<file path="src/rtl/instr_fetch_pkg.sv">
// Shared types for the fetch front end: PC, fetch beat, exception tag and
// the output entry handed to the aligner.
package instr_fetch_pkg;

    typedef logic [31:0] program_counter_t;
    typedef logic [63:0] fetch_data_t;

    typedef enum logic [3:0] {
        EXCEPT_INSTR_MISALIGNED   = 4'd0,
        EXCEPT_INSTR_ACCESS_FAULT = 4'd1
    } except_code_e;

    typedef struct packed {
        logic         valid;
        except_code_e code;
    } except_t;

    typedef struct packed {
        program_counter_t pc;
        fetch_data_t      data;
        except_t          exc;
    } fetch_entry_t;

    typedef enum logic {
        ST_FETCH = 1'b0,
        ST_HALT  = 1'b1
    } fetch_state_e;

    function automatic program_counter_t line_addr(input program_counter_t pc);
        return {pc[31:3], 3'b000};
    endfunction

    // Wraps naturally from 32'hFFFF_FFF8 to 32'h0000_0000.
    function automatic program_counter_t next_line(input program_counter_t pc);
        return {pc[31:3] + 29'd1, 3'b000};
    endfunction

endpackage

</file>
<file path="src/rtl/instr_fetch_if.sv">
// Instruction memory port: valid/ready request, in-order response without
// backpressure. The fetch unit is the master.
interface instr_fetch_if;
    import instr_fetch_pkg::*;

    logic             req_valid;
    program_counter_t req_addr;
    logic             req_ready;
    logic             resp_valid;
    fetch_data_t      resp_data;
    logic             resp_error;

    modport master (
        output req_valid, req_addr,
        input  req_ready, resp_valid, resp_data, resp_error
    );

    modport slave (
        input  req_valid, req_addr,
        output req_ready, resp_valid, resp_data, resp_error
    );

endinterface

</file>
<file path="src/rtl/instr_fetch_fifo.sv">
// Small synchronous FIFO with clear; head is presented combinationally.
module fetch_fifo #(
    parameter int DEPTH = 2,
    parameter int WIDTH = 8
) (
    input  logic                         i_clk,
    input  logic                         i_rst_n,
    input  logic                         i_clear,
    input  logic                         i_push,
    input  logic [WIDTH-1:0]             i_data,
    input  logic                         i_pop,
    output logic [WIDTH-1:0]             o_data,
    output logic [$clog2(DEPTH+1)-1:0]   o_count
);
    localparam int CW = $clog2(DEPTH + 1);
    localparam int PW = (DEPTH > 1) ? $clog2(DEPTH) : 1;

    logic [WIDTH-1:0] mem_q [DEPTH];
    logic [PW-1:0]    wr_q, rd_q;
    logic [CW-1:0]    cnt_q;
    logic             do_push, do_pop;

    function automatic logic [PW-1:0] ptr_inc(input logic [PW-1:0] p);
        return (p == PW'(DEPTH - 1)) ? '0 : p + PW'(1);
    endfunction

    assign do_pop  = i_pop && (cnt_q != '0);
    assign do_push = i_push && ((cnt_q != CW'(DEPTH)) || do_pop);

    always_ff @(posedge i_clk) begin
        if (!i_rst_n || i_clear) begin
            wr_q  <= '0;
            rd_q  <= '0;
            cnt_q <= '0;
        end else begin
            if (do_push) wr_q <= ptr_inc(wr_q);
            if (do_pop)  rd_q <= ptr_inc(rd_q);
            cnt_q <= cnt_q + CW'(do_push) - CW'(do_pop);
        end
    end

    // Storage is zeroed on reset so an idle head reads as all-zero.
    always_ff @(posedge i_clk) begin
        if (!i_rst_n) begin
            for (int i = 0; i < DEPTH; i++) mem_q[i] <= '0;
        end else if (do_push && !i_clear) begin
            mem_q[wr_q] <= i_data;
        end
    end

    assign o_data  = mem_q[rd_q];
    assign o_count = cnt_q;

endmodule

</file>
<file path="src/rtl/instr_fetch.sv">
// Fetch producer: owns the PC, issues line requests under a credit limit,
// buffers responses for the aligner and handles flush and fetch exceptions.
module instr_fetch
    import instr_fetch_pkg::*;
#(
    parameter program_counter_t RESET_PC  = 32'h8000_0000,
    parameter int               BUF_DEPTH = 2
) (
    input  logic                 i_clk,
    input  logic                 i_rst_n,
    input  logic                 i_stall,
    input  logic                 i_flush,
    input  program_counter_t     i_redirect_pc,
    instr_fetch_if.master        mem,
    output logic                 o_valid,
    output program_counter_t     o_pc,
    output fetch_data_t          o_data,
    output except_t              o_except
);
    localparam int CW = $clog2(BUF_DEPTH + 1);
    localparam int EW = $bits(fetch_entry_t);
    localparam int PCW = $bits(program_counter_t);

    fetch_state_e     state_q, state_d;
    program_counter_t pc_q, pc_d;
    logic [CW-1:0]    inflight_q, inflight_d, drop_q, drop_d;
    logic [CW-1:0]    out_count, pc_count;
    logic [CW:0]      credit_used;
    logic             req_valid, accept, mis_push;
    logic             resp_take, err_push, out_push, out_pop, pc_pop;
    program_counter_t resp_pc;
    fetch_entry_t     push_entry, head;

    assign credit_used = {1'b0, inflight_q} + {1'b0, out_count};
    assign accept      = req_valid && mem.req_ready;
    // A response in the flush cycle belongs to the discarded stream.
    assign resp_take   = mem.resp_valid && !i_flush && (drop_q == '0);
    assign err_push    = resp_take && mem.resp_error;
    assign out_push    = resp_take || mis_push;
    assign out_pop     = o_valid && !i_stall;
    assign pc_pop      = resp_take && (pc_count != '0);

    always_ff @(posedge i_clk) begin
        if (!i_rst_n) state_q <= ST_FETCH;
        else          state_q <= state_d;
    end

    always_comb begin
        state_d = state_q;
        if (i_flush)                    state_d = ST_FETCH;
        else if (err_push || mis_push)  state_d = ST_HALT;
    end

    // Request and misaligned-trap decisions; both silenced while in reset.
    always_comb begin
        req_valid = 1'b0;
        mis_push  = 1'b0;
        if (i_rst_n && (state_q == ST_FETCH) && !i_flush) begin
            if (pc_q[1:0] == 2'b00)
                req_valid = credit_used < (CW+1)'(BUF_DEPTH);
            else
                mis_push  = (inflight_q == '0) && (out_count != CW'(BUF_DEPTH));
        end
    end

    assign mem.req_valid = req_valid;
    assign mem.req_addr  = line_addr(pc_q);

    assign inflight_d = inflight_q + CW'(accept) - CW'(mem.resp_valid);

    // Flush or a fault turns every still-outstanding request into a drop.
    always_comb begin
        drop_d = drop_q;
        if (i_flush || err_push)
            drop_d = inflight_d;
        else if (mem.resp_valid && (drop_q != '0))
            drop_d = drop_q - CW'(1);
    end

    always_comb begin
        pc_d = pc_q;
        if (i_flush)     pc_d = i_redirect_pc;
        else if (accept) pc_d = next_line(pc_q);
    end

    always_ff @(posedge i_clk) begin
        if (!i_rst_n) begin
            pc_q       <= RESET_PC;
            inflight_q <= '0;
            drop_q     <= '0;
        end else begin
            pc_q       <= pc_d;
            inflight_q <= inflight_d;
            drop_q     <= drop_d;
        end
    end

    always_comb begin
        push_entry = '0;
        if (mis_push) begin
            push_entry.pc  = pc_q;
            push_entry.exc = '{valid: 1'b1, code: EXCEPT_INSTR_MISALIGNED};
        end else begin
            push_entry.pc = resp_pc;
            if (mem.resp_error)
                push_entry.exc = '{valid: 1'b1, code: EXCEPT_INSTR_ACCESS_FAULT};
            else
                push_entry.data = mem.resp_data;
        end
    end

    fetch_fifo #(.DEPTH(BUF_DEPTH), .WIDTH(EW)) u_out_fifo (
        .i_clk   (i_clk),
        .i_rst_n (i_rst_n),
        .i_clear (i_flush),
        .i_push  (out_push),
        .i_data  (push_entry),
        .i_pop   (out_pop),
        .o_data  (head),
        .o_count (out_count)
    );

    // PCs of live requests; dropped requests have already been cleared out.
    fetch_fifo #(.DEPTH(BUF_DEPTH), .WIDTH(PCW)) u_pc_fifo (
        .i_clk   (i_clk),
        .i_rst_n (i_rst_n),
        .i_clear (i_flush || err_push),
        .i_push  (accept),
        .i_data  (pc_q),
        .i_pop   (pc_pop),
        .o_data  (resp_pc),
        .o_count (pc_count)
    );

    assign o_valid  = (out_count != '0);
    assign o_pc     = head.pc;
    assign o_data   = head.data;
    assign o_except = head.exc;

endmodule

</file>
<file path="src/flat_wrapper.sv">
// flat-port wrapper written by rule: the top's interface ports become plain ports
module instr_fetch_flat import instr_fetch_pkg::*;
#(
    parameter program_counter_t RESET_PC  = 32'h8000_0000,
    parameter int               BUF_DEPTH = 2
)
  (i_clk, i_rst_n, i_stall, i_flush, i_redirect_pc, o_valid, o_pc, o_data, o_except, mem_req_valid, mem_req_addr, mem_req_ready, mem_resp_valid, mem_resp_data, mem_resp_error);
  instr_fetch_if mem_i ();
  input  logic i_clk;
  input  logic i_rst_n;
  input  logic i_stall;
  input  logic i_flush;
  input  program_counter_t i_redirect_pc;
  output logic o_valid;
  output program_counter_t o_pc;
  output fetch_data_t o_data;
  output except_t o_except;
  output wire logic [$bits(mem_i.req_valid)-1:0] mem_req_valid;
  output wire logic [$bits(mem_i.req_addr)-1:0] mem_req_addr;
  input wire logic [$bits(mem_i.req_ready)-1:0] mem_req_ready;
  input wire logic [$bits(mem_i.resp_valid)-1:0] mem_resp_valid;
  input wire logic [$bits(mem_i.resp_data)-1:0] mem_resp_data;
  input wire logic [$bits(mem_i.resp_error)-1:0] mem_resp_error;
  assign mem_req_valid = mem_i.req_valid;
  assign mem_req_addr = mem_i.req_addr;
  assign mem_i.req_ready = mem_req_ready;
  assign mem_i.resp_valid = mem_resp_valid;
  assign mem_i.resp_data = mem_resp_data;
  assign mem_i.resp_error = mem_resp_error;
  instr_fetch #(.RESET_PC(RESET_PC), .BUF_DEPTH(BUF_DEPTH)) u_core (.i_clk(i_clk), .i_rst_n(i_rst_n), .i_stall(i_stall), .i_flush(i_flush), .i_redirect_pc(i_redirect_pc), .mem(mem_i), .o_valid(o_valid), .o_pc(o_pc), .o_data(o_data), .o_except(o_except));
endmodule
</file>
<file path="config.mk">
export PLATFORM = sky130hd
export DESIGN_NAME = instr_fetch_flat
export DESIGN_NICKNAME = d
export VERILOG_FILES = /design/src/rtl/instr_fetch_pkg.sv /design/src/rtl/instr_fetch_if.sv /design/src/rtl/instr_fetch_fifo.sv /design/src/rtl/instr_fetch.sv /design/src/flat_wrapper.sv
export SDC_FILE = /design/constraint.sdc
export NUM_CORES = 1
export LEC_CHECK = 0
export ABC_AREA = 1
export CAP_MARGIN = 25
export CELL_PAD_IN_SITES_DETAIL_PLACEMENT = 1
export CELL_PAD_IN_SITES_GLOBAL_PLACEMENT = 1
export CORE_ASPECT_RATIO = 1.1
export CORE_MARGIN = 2
export CORE_UTILIZATION = 38
export CTS_BUF_LIST = sky130_fd_sc_hd__clkbuf_16
export CTS_CLUSTER_SIZE = 25
export DETAILED_ROUTE_END_ITERATION = 12
export PLACE_DENSITY_LB_ADDON = 0.1
export RECOVER_POWER = 50
export SLEW_MARGIN = 10
export SYNTH_ARGS = -nofsm -noshare
export SYNTH_HDL_FRONTEND = slang
export SYNTH_SLANG_ARGS = --single-unit
</file>
<file path="constraint.sdc">
create_clock -name i_clk -period 4.1 [get_ports i_clk]
set_input_delay 0.41 -clock i_clk [delete_from_list [all_inputs] [get_ports i_clk]]
set_output_delay 0.41 -clock i_clk [all_outputs]
set_load 0.02 [all_outputs]
</file>
; After elaboration in Yosys (flattened, before gate mapping)
; Memories as Yosys holds them, arrays and structs flattened. A register that Yosys moved wholly into a read port is not among the register bits.
; Index checks and enable logic that the tools add are counted.
[totals]
regBits = 45
ramBits = 266
input_bits = 103
output_inout_bits = 135
elab_cells = 102
mem_count = 2
[mem_list]
columns = name, words, word_bits, rd, rd_clocked_by_memory_dff, wr, line_no
row1 = u_core.u_out_fifo.mem_q, 2, 101, 1, 1, 2, instr_fetch_fifo.sv:18  ; logic [WIDTH-1:0] mem_q [DEPTH];
row2 = u_core.u_pc_fifo.mem_q, 2, 32, 1, 1, 2, instr_fetch_fifo.sv:18
[classes]
add_sub_neg = 13
magnitude_cmp = 1
n_eq_ne = 2
muxes = 34
n_bitwise = 2
n_reduce_logical = 38
[op_table]
columns = op, n
row1 = two-way mux 32 bit, 4
row2 = two-way mux 64 bit, 2
row3 = two-way mux 101 bit, 1
row4 = OR reduction 101 bit, 1
row5 = OR reduction 32 bit, 1
row6 = adder 29 x 1 -> 29 bit (second input constant), 1
row7 = two-way mux 1 bit, 23
row8 = logical AND 1 bit, 16
row9 = two-way mux 5 bit, 2
row10 = nonzero test 2 bit, 5
row11 = logical OR 1 bit, 7
row12 = adder 2 x 1 -> 2 bit, 3
row13 = zero test 2 bit, 3
row14 = subtractor 2 x 1 -> 2 bit, 3
row15 = adder 1 bit (second input constant), 4
row16 = zero test 1 bit, 4
row17 = two-way mux 2 bit, 2
row18 = inequality test 2 bit (second input constant), 2
row19 = adder 2 x 2 -> 3 bit, 1
row20 = less-than comparator 3 x 2 -> 1 bit (second input constant), 1
row21 = NOT 1 bit, 2
row22 = OR reduction 2 bit, 1
row23 = subtractor 2 x 1 -> 2 bit (second input constant), 1

; Longest topological paths before layout
[logic_depth]
ltp_word = 13
mapped_depth = 15
mapped_depth_nobuf = 15

; Modules after synthesis
; From an unflattened synthesis, not the netlist that was laid out.
[unflattened]
cells_unflattened = 1624
area_unflattened_um2 = 15755.1
[modules_own_cells]
columns = mod, instances, cells_each, area_per_inst_um2, seq_area_each_um2
row1 = fetch_fifo (u_core.u_out_fifo), 1, 682, 8888.5, 6165.9
row2 = instr_fetch, 1, 697, 3716.1, 740.7
row3 = fetch_fifo (u_core.u_pc_fifo), 1, 245, 3150.5, 2021.9

; Worst setup path before layout
; No wires, ideal clock.
[synth_path]
path_type = in2reg
from = input port i_rst_n
to = memory u_core.u_out_fifo.mem_q[1][0] (netlist bit), enable pin
setup_time_ns = 0.460
arrival_time_ns = 3.587
t_required_ns = 3.640
slack_ns = 0.053
path_stages = 9
n_path_buf = 3
cell_sequence = buf_2 nand2_4 nor2_4 nand2_1 nand2_2 nand3_4 buf_4 buf_4 nand2_1
[synth_rtl]
columns = item, line_no
row1 = start: declaration, flat_wrapper.sv:10  ; input logic i_rst_n;
row2 = end: declaration, instr_fetch_fifo.sv:18

==> summary.md <==
| Metric | Value |
|---|---|
| Status | finished, violations left |
| Failing checks | max-capacitance violations, max-slew violations |
| Setup Viol. Count Final | 0 |
| Layout Nets | 1670 |
| Remaining antenna violation count | 0 |
| Num ports | ~240 |
| Yosys reg bits | just over 300 |
| HPWL reported at the end of detailed placement | ~27000 um |
| Hold WS | 0.461 ns |
| Setup Skew | 0.0155 ns |
| Clk slew on worst S/H paths | around 0.060 ns |
| Core ar. | 37100 sq um |
| Period minus WS final | between 3 and 4 ns |
| Total Wirelength | approximately 40000 um |
| Worst Setup End Kind | register |
| Most frequent cells in the layout | 322 x nor2_1, 260 x edfxtp_1, 247 x nand2_1 |
| Final hold viol count | 0 |
| All-Layer GR Usage | between 20% and 30% |
| Yosys warns | 0 |
| Clock sinks | roughly 300 |
| Post-cts sizing count | 0 |
| Syn Inst Count | between 1000 and 1500 |
| Detailed-route vias per instance | 4.95 |
| Hold WC Path Type | input port to register |
| Worst Setup Start Kind | register |
| RSZ-0062 raised after global routing | no |
| Clk_lat worst skew | 0.52 ns |
| Slew Viols, Final | between 60 and 70 |
| Worst Setup Path Type | register to register |
| Die Area | between 30000 and 40000 sq um |
| Worst Path Max Fanout | 65 |
| Diode count | 0 |
| Synth Cell Area | about 14000 sq um |
| Register area share after synthesis | 61.2% |
| Clock root cell | clkbuf_16 |
| Clock share of power | approximately two fifths |
| TritonCTS buffer count | 35 |
| Gpl congestion | 0.815 |
| Die X | ~190 um |
| Iteration-0 DRC count of the detailed router | 484 |
| Die Y | between 200 and 250 um |
| Slew HR | -5.77% |
| First-pass GRT wire length | between 60000 and 70000 um |
| Non-Filler Instances | between 2000 and 2500 |
| Worst endpoint required time | around 4.3 ns |
| Fin Setup TNS | 0 ns |
| Setup bufs post-CTS | 0 |
| Antenna violations before repair | 0 |
| Port Buffer Count | between 200 and 250 |
| Post-Place Cells | 2015 |
| NetSw | approximately 0.0018 W |
| GR Overflow Total | 0 |
| Max Clk Rate | ~0.30 GHz |
| Max Cap Viol | 1 |
| CTS hold repair buffers | 0 |
| TritonCTS clock tree | yes |
| Wire per inst | roughly 19 um |
| Tcrit/Tclk final | about four fifths |
| Row count | 74 |
| Worst-Margin Slew | around 1.6 ns |
| Most common cell after layout, fill and taps aside | nor2_1 |
| Distinct cells, synth | 38 |
| Comb power frac | between 10% and 20% |
| Flop pwr share | between 40% and 50% |
| Fill cell count | approximately 4000 |
| Pwr Density | 411 nW/um^2 |
| Bufs on Longest Clock Path | 3 |
| Storage cell area | 8750 sq um |
| Fraction of layout cells with a size suffix above 1 | between 10 and 15% |
| Drt drc | 0 |
| Layout area overhead | 25.5% |
| Critical path arrival | around 3.5 ns |
| Area of the multi-input gates | roughly 4700 sq um |
| Via count | between 10000 and 15000 |
| Internal Power | ~0.0056 W |
| Static Leakage | roughly 6.8 nW |
| Maximum vdd drop | 0.287 mV |
| Vias in the first global route | roughly 11000 |
| Starting Density | 38.5% |
| Switching Share | about a quarter |
| Largest net degree at the start of global routing | 67 |
| H-tree levels | 2 |
| DR pass1 iterations | 4 |
| Syn avg cell area | 10.5 sq um |
path summary, 6_finish.rpt:
kind                         start                              to  slack [ns]  depth (start not counted)
setup / recovery    u_core.pc_q[1]  u_core.u_out_fifo.mem_q[1][79]        0.82                          6
hold / removal    i_redirect_pc[0]                  u_core.pc_q[0]        0.46                          3
setup reg to reg    u_core.pc_q[1]  u_core.u_out_fifo.mem_q[1][79]        0.82                          6
hold reg to reg     u_core.state_q                  u_core.state_q        0.49                          2
layout make-up:
type                    instances  share of cell area [%]
multi-input cells             883                    26.1
inverters                      79                    1.65
repair buffers                252                    14.1
clock buffers                  37                    5.16
clock inverters                25                   0.719
well taps                     494                    3.45
flip-flops and latches        307                    48.8
critical path, stage by stage (launching register included):
cell      delay (ns)
dfxtp_1         0.46
nor2_1          0.08
nor4_1          0.66
nand2_2         0.09
clkbuf_2        0.71
o21ai_0         0.85
nor2_1          0.11
cell usage after synthesis:
cell	instances	area [sq um]
nand3_4	2	35.0
nand2_1	249	935
xnor2_1	4	35.0
nand4_1	4	25.0
a32oi_1	1	8.76
clkinv_1	1	3.75
buf_1	1	3.75
a31oi_4	1	21.3
buf_4	38	285
o211ai_1	4	30.0
nor3b_1	4	30.0
nand3_2	1	10.0
a31oi_1	2	12.5
clkbuf_1	28	105
edfxtp_1	260	7810
nand2_2	1	6.26
nor2_1	322	1210
o221ai_1	1	8.76
nor2_4	2	22.5
inv_2	1	3.75
mux2i_1	32	320
dfxtp_1	47	941
inv_1	77	289
buf_2	35	175
nor4_2	1	12.5
nand3b_1	1	7.51
a21oi_1	33	165
nand3_1	27	135
conb_1	1	3.75
o21ai_1	20	100
fa_1	1	20.0
or2_2	4	25.0
ha_1	8	100
o21ai_0	38	190
xor2_1	9	78.8
nand2_4	1	11.3
a22oi_1	2	15.0
mux2_2	98	1100
kinds of logic (layout without fill, tap and decap cells):
| logic type | Yosys count | in the layout | share of synthesized area (%) |
|---|---|---|---|
| xor gates and xnor gates | 13 | 13 | 0.797 |
| adders and majority gates | 9 | 9 | 0.841 |
| and+or+nand+nor | 619 | 619 | 17.2 |
| DFF | 307 | 307 | 61.2 |
| AOI/OAI and AO/OA | 102 | 102 | 3.86 |
| buffers and inverters | 181 | 393 | 6.06 |
| other | 1 | 10 | 0.0262 |
| muxes | 130 | 130 | 9.96 |
power groups by stage:
stage,Sequential [W],Clock [W],Combinational [W]
floorplan,0.00365,0,0.000491
global placement,0.00367,0,0.000862
detailed placement,0.00368,0,0.000872
finish,0.00361,0.00291,0.000847
CTS,0.00361,0.00300,0.000879
global route,0.00363,0.00311,0.000923
metal layers:
layer | global-route usage, % | up-vias | part of all wire (%)
met5 | 0 | - | 0
met4 | 6.47 | 0 | 2.7
met3 | 3.31 | 62 | 4.3
met2 | 34.4 | 259 | 48
met1 | 26.9 | 5050 | 45
li1 | - | 4903 | -
state kept, by name (all words and copies together) (netlist names), 2 cells and up, named ones only:
register                   flops
u_core.pc_q                   32
u_core.drop_q                  2
u_core.inflight_q              2
u_core.u_pc_fifo.mem_q        64
u_core.u_out_fifo.mem_q      196
u_core.u_pc_fifo.o_count       2
u_core.u_out_fifo.o_count      2
metrics by stage:
step | total power (W) | util, % | setup WS [ns] | area (sq um)
global placement | 0.00453 | 45.6 | 1.06 | 16900
finish | 0.00737 | 48.3 | 0.817 | 17900
floorplan | 0.00414 | - | 0.0529 | 14300
global route | 0.00766 | 48.3 | 0.485 | 17900
detailed placement | 0.00455 | 45.7 | 0.986 | 17000
CTS | 0.00749 | 48.5 | 0.926 | 18000
Note: power is estimated with default switching activity, not from simulation.
